==> src/rtl/mux_pkg.sv <==
// Shared constants for the round-robin registered multiplexer.
// Holds the mode encodings and the parameter range limits.
package mux_pkg;

   localparam logic MODE_DIRECT = 1'b0;
   localparam logic MODE_RR     = 1'b1;

   localparam int MIN_N = 2;
   localparam int MAX_N = 16;
   localparam int MIN_W = 1;
   localparam int MAX_W = 32;

endpackage

==> src/rtl/mux_rr_reg_rr_arbiter.sv <==
// Combinational rotate-priority encoder: the first requester after ptr wins,
// scanning upward with wrap.
module rr_arbiter #(
   parameter int N  = 4,
   parameter int SW = $clog2(N)
) (
   input  logic [N-1:0]  req,
   input  logic [SW-1:0] ptr,
   input  logic          enable,
   output logic [SW-1:0] grant,
   output logic          grant_valid
);

   // Scan from farthest to nearest so the nearest requester is written last.
   always_comb begin
      grant       = '0;
      grant_valid = 1'b0;
      for (int k = N; k >= 1; k--) begin
         if (enable && req[(int'(ptr) + k) % N]) begin
            grant       = SW'((int'(ptr) + k) % N);
            grant_valid = 1'b1;
         end
      end
   end

endmodule

==> src/rtl/mux_rr_reg.sv <==
// N-channel registered mux with valid/ready handshakes, direct or round-robin
// select. Define MUX_XFER_CNT_EN to add the xfer_cnt handshake counter port.
module mux_rr_reg
   import mux_pkg::*;
#(
   parameter  int N  = 4,
   parameter  int W  = 8,
   localparam int SW = $clog2(N)
) (
   input  logic           clk,
   input  logic           rst,
   input  logic           mode,
   input  logic [SW-1:0]  sel,
   input  logic [N*W-1:0] in_data,
   input  logic [N-1:0]   in_valid,
   output logic [N-1:0]   in_ready,
   output logic [W-1:0]   d,
   output logic           d_valid,
   output logic [SW-1:0]  d_ch,
   input  logic           d_ready
`ifdef MUX_XFER_CNT_EN
   ,
   output logic [15:0]    xfer_cnt
`endif
);

   if (N < MIN_N || N > MAX_N || W < MIN_W || W > MAX_W) begin : g_param_err
      $error("mux_rr_reg: N or W out of range");
   end

   logic [W-1:0]      data_q, data_d;
   logic              dv_q, dv_d;
   logic [SW-1:0]     ch_q, ch_d;
   logic [SW-1:0]     ptr_q, ptr_d;
   logic              load;
   logic              gv, rr_gv;
   logic [SW-1:0]     g, rr_g;
   logic [2**SW-1:0]  vpad;
   logic [W-1:0]      dsel;

   assign load = !dv_q || d_ready;

   rr_arbiter #(
      .N  (N),
      .SW (SW)
   ) u_arb (
      .req         (in_valid),
      .ptr         (ptr_q),
      .enable      (mode == MODE_RR),
      .grant       (rr_g),
      .grant_valid (rr_gv)
   );

   // Padding makes sel >= N read as "not valid" for non-power-of-2 N.
   always_comb begin
      vpad         = '0;
      vpad[N-1:0]  = in_valid;
      if (mode == MODE_RR) begin
         g  = rr_g;
         gv = rr_gv;
      end else begin
         g  = sel;
         gv = vpad[sel];
      end
   end

   always_comb begin
      dsel     = '0;
      in_ready = '0;
      for (int i = 0; i < N; i++) begin
         if (g == SW'(i)) begin
            dsel        = in_data[i*W +: W];
            in_ready[i] = load && gv;
         end
      end
   end

   always_comb begin
      data_d = data_q;
      dv_d   = dv_q;
      ch_d   = ch_q;
      ptr_d  = ptr_q;
      if (load) begin
         dv_d = gv;
         if (gv) begin
            data_d = dsel;
            ch_d   = g;
            if (mode == MODE_RR) ptr_d = g;
         end
      end
   end

   always_ff @(posedge clk or posedge rst) begin
      if (rst) begin
         data_q <= '0;
         dv_q   <= 1'b0;
         ch_q   <= '0;
         ptr_q  <= SW'(N - 1);
      end else begin
         data_q <= data_d;
         dv_q   <= dv_d;
         ch_q   <= ch_d;
         ptr_q  <= ptr_d;
      end
   end

   assign d       = data_q;
   assign d_valid = dv_q;
   assign d_ch    = ch_q;

`ifdef MUX_XFER_CNT_EN
   logic [15:0] cnt_q;

   always_ff @(posedge clk or posedge rst) begin
      if (rst)                  cnt_q <= '0;
      else if (dv_q && d_ready) cnt_q <= cnt_q + 16'd1;
   end

   assign xfer_cnt = cnt_q;
`endif

endmodule

==> config.mk <==
export PLATFORM = sky130hd
export DESIGN_NAME = mux_rr_reg
export DESIGN_NICKNAME = d
export VERILOG_FILES = /design/src/rtl/mux_pkg.sv /design/src/rtl/mux_rr_reg_rr_arbiter.sv /design/src/rtl/mux_rr_reg.sv
export SDC_FILE = /design/constraint.sdc
export NUM_CORES = 1
export LEC_CHECK = 0
export BUFFER_PORTS_ARGS = -buffer_cell sky130_fd_sc_hd__buf_2
export CORE_MARGIN = 2
export CORE_UTILIZATION = 30
export DETAILED_ROUTE_END_ITERATION = 6
export PLACE_DENSITY = 0.61
export RECOVER_POWER = 50
export SLEW_MARGIN = 20
export SYNTH_ARGS = -nofsm -noshare
export SYNTH_HDL_FRONTEND = slang
export SYNTH_SLANG_ARGS = --single-unit
export TNS_END_PERCENT = 10
==> constraint.sdc <==
create_clock -name clk -period 2.7 [get_ports clk]
set_input_delay 0.405 -clock clk [delete_from_list [all_inputs] [get_ports clk]]
set_output_delay 0.405 -clock clk [all_outputs]
set_load 0.02 [all_outputs]
==> flow_summary.html, run 1 <==
<table>
<tr><th>Metric</th><th>Value</th></tr>
<tr><th colspan="2">Logic synthesis</th></tr>
<tr><td>Post-synthesis async set-or-reset flop share</td><td>100%</td></tr>
<tr><td>Synth area leaders</td><td>sky130_fd_sc_hd__dfrtp_1 (25%), sky130_fd_sc_hd__mux2i_1 (16%), sky130_fd_sc_hd__o221ai_1 (6.3%), sky130_fd_sc_hd__dfstp_2 (4.8%), sky130_fd_sc_hd__nand2_1 (4.8%)</td></tr>
<tr><td>Gate count of the mapped netlist</td><td>around 110</td></tr>
<tr><td>Yosys top cell area share</td><td>between 20% and 30%</td></tr>
<tr><td>Most instantiated flip-flop cell in the synthesis netlist</td><td>sky130_fd_sc_hd__dfrtp_1</td></tr>
<tr><td>Post-Synthesis Cell Area</td><td>around 1100 um^2</td></tr>
<tr><td>Cell taking the most area after synthesis</td><td>sky130_fd_sc_hd__dfrtp_1</td></tr>
<tr><td>Synthesized area divided by synthesized cell count</td><td>approximately 9.7 um^2</td></tr>
<tr><td>Net count of the mapped netlist</td><td>around 160</td></tr>
<tr><td>Number of distinct library cells after synthesis</td><td>41</td></tr>
<tr><td>Post-synthesis sequential area ratio</td><td>between 20% and 30%</td></tr>
<tr><td>Number of synthesized register bits</td><td>13</td></tr>
<tr><td>Number of warning messages in the yosys log</td><td>0</td></tr>
<tr><td>Number of flops mapped to enable cells by yosys</td><td>0</td></tr>
<tr><th colspan="2">Worst setup path</th></tr>
<tr><td>Total buffers and inverters traversed by the critical path</td><td>1</td></tr>
<tr><td>Max incr delay on CP</td><td>0.67 ns</td></tr>
<tr><td>Slowest cell on the critical path</td><td>sky130_fd_sc_hd__dfstp_2</td></tr>
<tr><td>Cell count along the critical path</td><td>5</td></tr>
<tr><td>CP cell instances</td><td>mux2_2, o32ai_2, a41oi_4, nor3_1, buf_2</td></tr>
<tr><td>R2R cell count</td><td>5</td></tr>
<tr><td>Worst endpoint required time</td><td>about 2.3 ns</td></tr>
<tr><td>Crit Path Max Fanout</td><td>13</td></tr>
<tr><td>Arrival @ worst endpoint</td><td>about 2.1 ns</td></tr>
<tr><td>Category of the worst setup path capture point</td><td>output pin</td></tr>
<tr><td>Setup crit start kind</td><td>flop</td></tr>
<tr><td>Family with the most delay on the worst path</td><td>flip-flops</td></tr>
<tr><td>Type of the setup path with the least slack</td><td>flop to output pin</td></tr>
<tr><th colspan="2">Floorplan</th></tr>
<tr><td>X dimension of the die</td><td>about 65 um</td></tr>
<tr><td>Effective utilization at floorplan</td><td>30.7%</td></tr>
<tr><td>Placeable core region</td><td>approximately 3600 um^2</td></tr>
<tr><td>Number of placement rows</td><td>22</td></tr>
<tr><td>Total Die Area</td><td>4190 um^2</td></tr>
<tr><td>Die extent in y</td><td>between 60 and 70 um</td></tr>
<tr><td>IO Count</td><td>57</td></tr>
<tr><th colspan="2">Finish</th></tr>
<tr><td>Area taken by flip-flops and latches</td><td>between 300 and 400 um^2</td></tr>
<tr><td>Number of diodes</td><td>0</td></tr>
<tr><td>Area occupied by multi-input gates</td><td>between 700 and 800 um^2</td></tr>
<tr><td>Final core area utilization</td><td>39.8%</td></tr>
<tr><td>Filler Cells Inserted</td><td>about 370</td></tr>
<tr><td>Final net count</td><td>about 210</td></tr>
<tr><td>Growth of design area from synthesis to finish</td><td>29.9%</td></tr>
<tr><td>Share of layout cells above drive strength 1</td><td>between 30 and 40%</td></tr>
<tr><th colspan="2">GRT</th></tr>
<tr><td>Number of global-route vias before repair</td><td>a little over 1000</td></tr>
<tr><td>Number of antenna violations at the first check in global routing</td><td>0</td></tr>
<tr><td>Largest net degree at the start of global routing</td><td>15</td></tr>
<tr><td>Global route total overflow</td><td>0</td></tr>
<tr><td>First-pass GRT wire length</td><td>around 4400 um</td></tr>
<tr><td>Met3 usage in global routing</td><td>3.30%</td></tr>
<tr><td>Met1 track demand over resource</td><td>roughly 17%</td></tr>
<tr><td>GRT Max-Usage Layer</td><td>met2</td></tr>
<tr><td>GRT Resource Usage Total</td><td>13.6%</td></tr>
<tr><td>Global Route met2 Usage</td><td>a little over a fifth</td></tr>
<tr><th colspan="2">Job</th></tr>
<tr><td>Max-cap check violation count</td><td>0</td></tr>
<tr><th colspan="2">STA</th></tr>
<tr><td>Max transition margin</td><td>around 67%</td></tr>
<tr><td>Final setup violation count</td><td>0</td></tr>
<tr><td>Final count of hold timing violations</td><td>0</td></tr>
<tr><td>Final critical delay including setup and external delays</td><td>between 2 and 3 ns</td></tr>
<tr><td>Final-layout setup total negative slack</td><td>0 ns</td></tr>
<tr><td>Pin slew with the least headroom to its limit</td><td>~0.49 ns</td></tr>
<tr><td>Final Slew Violations</td><td>0</td></tr>
<tr><td>Setup clock skew after layout</td><td>0.000377 ns</td></tr>
<tr><td>RSZ-0062 raised after global routing</td><td>no</td></tr>
<tr><td>Achievable Freq</td><td>395 MHz</td></tr>
<tr><td>Tcrit/Tclk final</td><td>between 90% and 100%</td></tr>
<tr><th colspan="2">Power</th></tr>
<tr><td>Leakage power</td><td>between 0.7 and 0.8 nW</td></tr>
<tr><td>Final total power</td><td>~1.1 mW</td></tr>
<tr><td>Share of power burned in the clock network</td><td>roughly 16%</td></tr>
<tr><td>Net switching power figure</td><td>about 0.44 mW</td></tr>
<tr><td>Cell Pwr Density</td><td>around 750 nW/um^2</td></tr>
<tr><td>Power Internal</td><td>0.628 mW</td></tr>
<tr><td>IR Drop Worst-Case VDD</td><td>approximately 0.36 mV</td></tr>
<tr><td>Switching part of the total power</td><td>between 40% and 50%</td></tr>
<tr><td>Sequential share of power</td><td>between 30 and 40%</td></tr>
<tr><td>Combinational Power Share</td><td>~50%</td></tr>
<tr><th colspan="2">Clock tree</th></tr>
<tr><td>Clock tree root buffer cell</td><td>sky130_fd_sc_hd__clkbuf_8</td></tr>
<tr><td>Number of buffers added by the clock tree synthesis step</td><td>3</td></tr>
<tr><td>Post-CTS setup buffer count</td><td>0</td></tr>
<tr><td>CTS Sinks</td><td>13</td></tr>
<tr><td>Maximum count of clock buffers along a single path</td><td>2</td></tr>
<tr><td>Clock-pin slew of the registers on the worst-case setup and hold paths</td><td>approximately 0.050 ns</td></tr>
<tr><td>Depth of the CTS H-tree</td><td>1</td></tr>
<tr><td>CTS tree</td><td>done</td></tr>
<tr><td>Clock latency reported for the late side of the worst-skew pair</td><td>0.24 ns</td></tr>
<tr><th colspan="2">Routing</th></tr>
<tr><td>Drt pass-1 iters</td><td>4</td></tr>
<tr><td>Starting DRT DRC Count</td><td>25</td></tr>
<tr><td>Via density</td><td>slightly below 5</td></tr>
<tr><td>Average wire length per cell after detail routing</td><td>between 10 and 15 um</td></tr>
<tr><td>Number of design rule violations left after detail routing</td><td>0</td></tr>
<tr><td>Count of vias placed by the detailed router</td><td>1065</td></tr>
<tr><td>Number of nets with antenna violations after routing</td><td>0</td></tr>
<tr><td>Total Routed Length</td><td>between 2000 and 3000 um</td></tr>
<tr><th colspan="2">Place</th></tr>
<tr><td>RD Place Congestion</td><td>about 0.80</td></tr>
<tr><td>HPWL after detailed placement</td><td>2150 um</td></tr>
<tr><td>Total of buffers placed on input and output ports</td><td>56</td></tr>
<tr><th colspan="2">Hold path</th></tr>
<tr><td>Hold crit path type</td><td>primary input to async pin</td></tr>
<tr><th colspan="2">Run status</th></tr>
<tr><td>Outcome</td><td>finished, final reports clean</td></tr>
</table>
==> state kept, by name (all words and copies together), names as in the netlist <==
| signal | cells |
|---|---|
| d | 8 |
| ptr_q | 2 |
| d_ch | 2 |
| d_valid | 1 |
==> layout make-up <==
| cell class | instances | area share (%) |
|---|---|---|
| timing repair buffer | 58 | 19.9 |
| sequential | 13 | 22.8 |
| tap | 48 | 4.18 |
| clock buffer | 4 | 3.14 |
| inverter | 4 | 1.05 |
| multi-input combinational | 89 | 48.9 |
==> power by group through the flow <==
| stage | logic [mW] | clock network, mW | registers (mW) |
|---|---|---|---|
| after floorplan | 0.410 | 0 | 0.390 |
| after global placement | 0.541 | 0 | 0.354 |
| after detailed placement | 0.554 | 0 | 0.353 |
| after CTS | 0.553 | 0.178 | 0.354 |
| after global routing | 0.602 | 0.191 | 0.371 |
| final | 0.546 | 0.173 | 0.354 |
==> final timing paths <==
| check | from | end | slack [ns] |
|---|---|---|---|
| max | ptr_q[0]$_DFFE_PP1P_ | in_ready[3] | 0.17 |
| min | rst | d[3]$_DFFE_PP0N_ | 0.18 |
| max reg2reg | ptr_q[1]$_DFFE_PP1P_ | d[7]$_DFFE_PP0N_ | 0.49 |
| min in group clk | d_ready | d_valid$_DFFE_PP0N_ | 0.45 |
| max in group asynchronous | rst | ptr_q[1]$_DFFE_PP1P_ | 2.17 |
| min reg2reg | d[0]$_DFFE_PP0N_ | d[0]$_DFFE_PP0N_ | 0.49 |
==> routing by layer <==
metal / share of wire (%) / vias to the layer above
li1: - / 527
met1: 45 / 490
met2: 46 / 46
met3: 7.8 / 2
met4: 1.3 / 0
met5: 0 / -
==> cell usage in the layout (no fill, tap or decap), types with 2 or more instances in the layout <==
| master | instances |
|---|---|
| sky130_fd_sc_hd__nor2b_1 | 4 |
| sky130_fd_sc_hd__nand3b_1 | 2 |
| sky130_fd_sc_hd__nand2_1 | 14 |
| sky130_fd_sc_hd__inv_1 | 4 |
| sky130_fd_sc_hd__dfrtp_1 | 11 |
| sky130_fd_sc_hd__a21o_1 | 5 |
| sky130_fd_sc_hd__buf_2 | 49 |
| sky130_fd_sc_hd__nand2b_1 | 5 |
| sky130_fd_sc_hd__buf_4 | 2 |
| sky130_fd_sc_hd__mux2i_1 | 18 |
| sky130_fd_sc_hd__or2_2 | 2 |
| sky130_fd_sc_hd__clkbuf_1 | 8 |
| sky130_fd_sc_hd__clkbuf_8 | 3 |
| sky130_fd_sc_hd__nor2_1 | 6 |
| sky130_fd_sc_hd__dfstp_2 | 2 |
| sky130_fd_sc_hd__nor3_1 | 2 |
| sky130_fd_sc_hd__o221ai_1 | 8 |
==> repair_timing <==
item                       CTS  global route
gates resized for setup      0             1
setup endpoints to repair    0             1
hold buffers                 0             0
==> Yosys cell counts (4+ instances only) <==
library cell               count
sky130_fd_sc_hd__dfrtp_1      11
sky130_fd_sc_hd__nand2_1      14
sky130_fd_sc_hd__inv_1         4
sky130_fd_sc_hd__nor2_1        6
sky130_fd_sc_hd__mux2i_1      18
sky130_fd_sc_hd__o221ai_1      8
sky130_fd_sc_hd__a21o_1        5
sky130_fd_sc_hd__nor2b_1       4
sky130_fd_sc_hd__nand2b_1      5
==> stage by stage <==
step	std cells	cell area [um^2]	hold slack, ns	worst slack [ns]
after floorplan	114	1110	0.281	0.316
after global placement	212	1390	0.471	0.341
after detailed placement	212	1390	0.470	0.325
after CTS	216	1430	0.198	0.0893
after global routing	216	1440	0.244	0.0433
final	216	1440	0.178	0.171
==> cells by family (layout without fill, tap and decap cells) <==
| group | count (synthesis) | in the layout | synth area share, % |
|---|---|---|---|
| AO/OA/AOI/OAI | 23 | 23 | 18.4 |
| buffers and inverters | 12 | 66 | 7.92 |
| flip-flops | 13 | 13 | 29.6 |
| multiplexers | 21 | 21 | 21.7 |
| AND/OR/NAND/NOR | 45 | 45 | 22.3 |
Note: power is estimated with default switching activity, not from simulation.
==> run 2: changes to the inputs <==
- CELL_PAD_IN_SITES_DETAIL_PLACEMENT: not set -> 0
- CELL_PAD_IN_SITES_GLOBAL_PLACEMENT: not set -> 2
- CORE_UTILIZATION: 30 -> 25
- PLACE_DENSITY: 0.61 -> 0.82
==> run 2 against run 1 <==
  * Core utilization shrank 6.5 points
  * Clock-buffer cell count unchanged
  * Combinational power barely moved
  * Flip-flop and latch count stayed put
  * Hold slack improved by 0.0059 ns
  * Fmax rose by 1.5%
  * Clock skew up 0.0041 ns
  * Cell area shrank 0.44%
  * Non-clock buffer count is the same
  * Critical path type unchanged
==> flow_summary.html, run 2 (same netlist as run 1, synthesis figures left out) <==
<table>
<tr><th>Metric</th><th>Value</th></tr>
<tr><th colspan="2">Place</th></tr>
<tr><td>Pre-CTS setup slack</td><td>0.281 ns (-0.0438 ns)</td></tr>
<tr><td>RD Place Congestion</td><td>0.841 (+4.8%)</td></tr>
<tr><td>Total of buffers placed on input and output ports</td><td>56 (unchanged)</td></tr>
<tr><td>HPWL after detailed placement</td><td>2260 um (+5.2%)</td></tr>
<tr><td>Cell count after placement</td><td>216 (+1.9%)</td></tr>
<tr><th colspan="2">GRT</th></tr>
<tr><td>GRT Resource Usage Total</td><td>11.2% (-2.4 points)</td></tr>
<tr><td>First-pass GRT wire length</td><td>4420 um (+1.1%)</td></tr>
<tr><td>Number of antenna violations at the first check in global routing</td><td>0 (unchanged)</td></tr>
<tr><td>Largest net degree at the start of global routing</td><td>17 (+2)</td></tr>
<tr><td>Global route total overflow</td><td>0 (unchanged)</td></tr>
<tr><td>Number of global-route vias before repair</td><td>994 (-1.9%)</td></tr>
<tr><th colspan="2">Worst setup path</th></tr>
<tr><td>Setup crit start kind</td><td>flop</td></tr>
<tr><td>Critical path origin</td><td>ptr_q[1]$_DFFE_PP1P_</td></tr>
<tr><td>Worst reg2reg startpoint</td><td>ptr_q[0]$_DFFE_PP1P_</td></tr>
<tr><td>CP endpoint</td><td>in_ready[2]</td></tr>
<tr><td>Category of the worst setup path capture point</td><td>output pin</td></tr>
<tr><td>R2R cell count</td><td>6 (+1)</td></tr>
<tr><td>Type of the setup path with the least slack</td><td>flop to output pin</td></tr>
<tr><td>Worst endpoint required time</td><td>2.30 ns (about the same)</td></tr>
<tr><td>Crit Path Max Fanout</td><td>12 (-1)</td></tr>
<tr><td>Reg2Reg Capture Point</td><td>d[7]$_DFFE_PP0N_</td></tr>
<tr><td>Arrival @ worst endpoint</td><td>2.09 ns (-0.03 ns)</td></tr>
<tr><td>Worst setup slack for register-to-register paths</td><td>0.51 ns (+0.02 ns)</td></tr>
<tr><th colspan="2">STA</th></tr>
<tr><td>Final-layout setup total negative slack</td><td>0 ns (unchanged)</td></tr>
<tr><td>Max transition margin</td><td>65.2% (-2.0 points)</td></tr>
<tr><td>Final critical delay including setup and external delays</td><td>2.49 ns (-0.0385 ns)</td></tr>
<tr><td>Tcrit/Tclk final</td><td>92.3% (-1.4 points)</td></tr>
<tr><td>Worst hold-check slack</td><td>0.184 ns (+0.00589 ns)</td></tr>
<tr><td>Final count of hold timing violations</td><td>0 (unchanged)</td></tr>
<tr><td>Final worst setup slack</td><td>0.209 ns (+0.0385 ns)</td></tr>
<tr><td>Achievable Freq</td><td>401 MHz (+1.5%)</td></tr>
<tr><td>Pin slew with the least headroom to its limit</td><td>0.522 ns (+0.0311 ns)</td></tr>
<tr><td>Setup clock skew after layout</td><td>0.00448 ns (+0.00410 ns)</td></tr>
<tr><td>Final setup violation count</td><td>0 (unchanged)</td></tr>
<tr><td>Final Slew Violations</td><td>0 (unchanged)</td></tr>
<tr><td>RSZ-0062 raised after global routing</td><td>no</td></tr>
<tr><th colspan="2">Floorplan</th></tr>
<tr><td>X dimension of the die</td><td>70.5 um (+9.0%)</td></tr>
<tr><td>IO Count</td><td>57 (unchanged)</td></tr>
<tr><td>Number of placement rows</td><td>24 (+9.1%)</td></tr>
<tr><td>Placeable core region</td><td>4290 um^2 (+19%)</td></tr>
<tr><td>Effective utilization at floorplan</td><td>25.8% (-4.9 points)</td></tr>
<tr><td>Total Die Area</td><td>4970 um^2 (+19%)</td></tr>
<tr><td>Die extent in y</td><td>70.5 um (+9.0%)</td></tr>
<tr><th colspan="2">Clock tree</th></tr>
<tr><td>Clock tree root buffer cell</td><td>sky130_fd_sc_hd__clkbuf_8</td></tr>
<tr><td>Total of cells resized after clock tree synthesis</td><td>0 (unchanged)</td></tr>
<tr><td>Clock latency reported for the late side of the worst-skew pair</td><td>0.24 ns (about the same)</td></tr>
<tr><td>Hold Buf Count CTS</td><td>0 (unchanged)</td></tr>
<tr><td>CTS Sinks</td><td>13 (unchanged)</td></tr>
<tr><td>Clock-pin slew of the registers on the worst-case setup and hold paths</td><td>0.06 ns (about the same)</td></tr>
<tr><td>Maximum count of clock buffers along a single path</td><td>2 (unchanged)</td></tr>
<tr><td>Number of buffers added by the clock tree synthesis step</td><td>3 (unchanged)</td></tr>
<tr><td>CTS tree</td><td>done</td></tr>
<tr><td>Post-CTS setup buffer count</td><td>0 (unchanged)</td></tr>
<tr><td>Depth of the CTS H-tree</td><td>1 (unchanged)</td></tr>
<tr><th colspan="2">Job</th></tr>
<tr><td>Max-cap check violation count</td><td>0 (unchanged)</td></tr>
<tr><th colspan="2">Routing</th></tr>
<tr><td>Number of nets with antenna violations after routing</td><td>0 (unchanged)</td></tr>
<tr><td>Via density</td><td>4.77 (-3.3%)</td></tr>
<tr><td>Count of vias placed by the detailed router</td><td>1049 (-1.5%)</td></tr>
<tr><td>Drt pass-1 iters</td><td>4 (unchanged)</td></tr>
<tr><td>Number of design rule violations left after detail routing</td><td>0 (unchanged)</td></tr>
<tr><td>Total Routed Length</td><td>2800 um (+3.4%)</td></tr>
<tr><td>Average wire length per cell after detail routing</td><td>12.7 um (+1.5%)</td></tr>
<tr><td>Starting DRT DRC Count</td><td>69 (+180%)</td></tr>
<tr><th colspan="2">Run status</th></tr>
<tr><td>Outcome</td><td>finished, final reports clean</td></tr>
<tr><th colspan="2">Power</th></tr>
<tr><td>Net switching power figure</td><td>0.449 mW (+0.97%)</td></tr>
<tr><td>IR Drop Worst-Case VDD</td><td>0.297 mV (-16%)</td></tr>
<tr><td>Sequential share of power</td><td>33.1% (about the same)</td></tr>
<tr><td>Leakage power</td><td>0.701 nW (-0.18%)</td></tr>
<tr><td>Combinational Power Share</td><td>50.6% (-0.3 points)</td></tr>
<tr><td>Switching part of the total power</td><td>41.8% (+0.40 points)</td></tr>
<tr><td>Power Internal</td><td>0.624 mW (-0.70%)</td></tr>
<tr><td>Share of power burned in the clock network</td><td>16.3% (+0.2 points)</td></tr>
<tr><td>Cell Pwr Density</td><td>750 nW/um^2 (+0.43%)</td></tr>
<tr><th colspan="2">Finish</th></tr>
<tr><td>Flip-flop count of the largest register, all copies and words added</td><td>8 (unchanged)</td></tr>
<tr><td>Final net count</td><td>211 (unchanged)</td></tr>
<tr><td>Final core area utilization</td><td>33.3% (-6.5 points)</td></tr>
<tr><td>Area occupied by multi-input gates</td><td>691 um^2 (-1.6%)</td></tr>
<tr><td>Share of layout cells above drive strength 1</td><td>39.3% (unchanged)</td></tr>
<tr><td>Area taken by flip-flops and latches</td><td>328 um^2 (unchanged)</td></tr>
<tr><td>Most common cell after layout, fill and taps aside</td><td>sky130_fd_sc_hd__buf_2</td></tr>
<tr><td>Filler Cells Inserted</td><td>453 (+21%)</td></tr>
<tr><td>Growth of design area from synthesis to finish</td><td>29.3%</td></tr>
<tr><td>Most frequent cells in the layout</td><td>sky130_fd_sc_hd__buf_2 (49), sky130_fd_sc_hd__mux2i_1 (18), sky130_fd_sc_hd__nand2_1 (14), sky130_fd_sc_hd__dfrtp_1 (11)</td></tr>
<tr><td>Final standard cell count with taps included and fillers excluded</td><td>220 (+1.9%)</td></tr>
<tr><td>Number of diodes</td><td>0 (unchanged)</td></tr>
<tr><th colspan="2">Hold path</th></tr>
<tr><td>Hold crit path type</td><td>primary input to async pin</td></tr>
</table>
==> run 2: cell count changes in the layout (fill, tap and decap cells not counted) <==
cell / delta
sky130_fd_sc_hd__a41oi_2: +1
sky130_fd_sc_hd__a41oi_4: -1
==> run 2: worst min path at each step <==
stage / start / endpoint / cells past startpoint
2_1_floorplan: rst / d[0]$_DFFE_PP0N_ / 1
3_3_place_gp: rst / d_valid$_DFFE_PP0N_ / 2
3_5_place_dp: d[7]$_DFFE_PP0N_ / d[7]$_DFFE_PP0N_ / 2
4_1_cts: rst / d_ch[1]$_DFFE_PP0N_ / 2
5_1_grt: rst / d_valid$_DFFE_PP0N_ / 2
6_report: rst / d_ch[1]$_DFFE_PP0N_ / 2
==> run 2: layout make-up <==
cell class              count  share of cell area (%)
flip-flops and latches     13                    22.9
inverters                   4                    1.05
well taps                  52                    4.55
clock buffers               4                    3.15
multi-input cells          89                    48.3
repair buffers             58                    20.0
==> run 2: routing by layer <==
layer | up-vias | routed length, um | GRT usage (%)
li1 | 527 | - | -
met1 | 471 | 1290 | 14.5
met2 | 49 | 1260 | 18.0
met3 | 2 | 231 | 2.45
met4 | 0 | 16 | 4.49
met5 | - | 0 | 0
==> run 2: worst max-delay path, stage by stage, from the launching register on <==
cell and delay, ns:
sky130_fd_sc_hd__dfstp_2 0.62, sky130_fd_sc_hd__or3b_1 0.14, sky130_fd_sc_hd__o221ai_1 0.09, sky130_fd_sc_hd__a221oi_1 0.52, sky130_fd_sc_hd__nor2_1 0.14, sky130_fd_sc_hd__nor3_1 0.14, sky130_fd_sc_hd__buf_2 0.19
==> run 2: through the flow <==
stage | instance area (um^2) | power, mW
finish | 1430 | 1.07
global route | 1430 | 1.15
CTS | 1440 | 1.10
detailed placement | 1390 | 0.916
global placement | 1390 | 0.908
floorplan | 1110 | 0.799
==> run 2: power groups by stage <==
stage | registers (mW) | clock network [mW] | logic [mW]
after global placement | 0.355 | 0 | 0.553
after CTS | 0.354 | 0.180 | 0.564
final | 0.355 | 0.175 | 0.543
after floorplan | 0.390 | 0 | 0.410
after detailed placement | 0.353 | 0 | 0.563
after global routing | 0.367 | 0.194 | 0.587
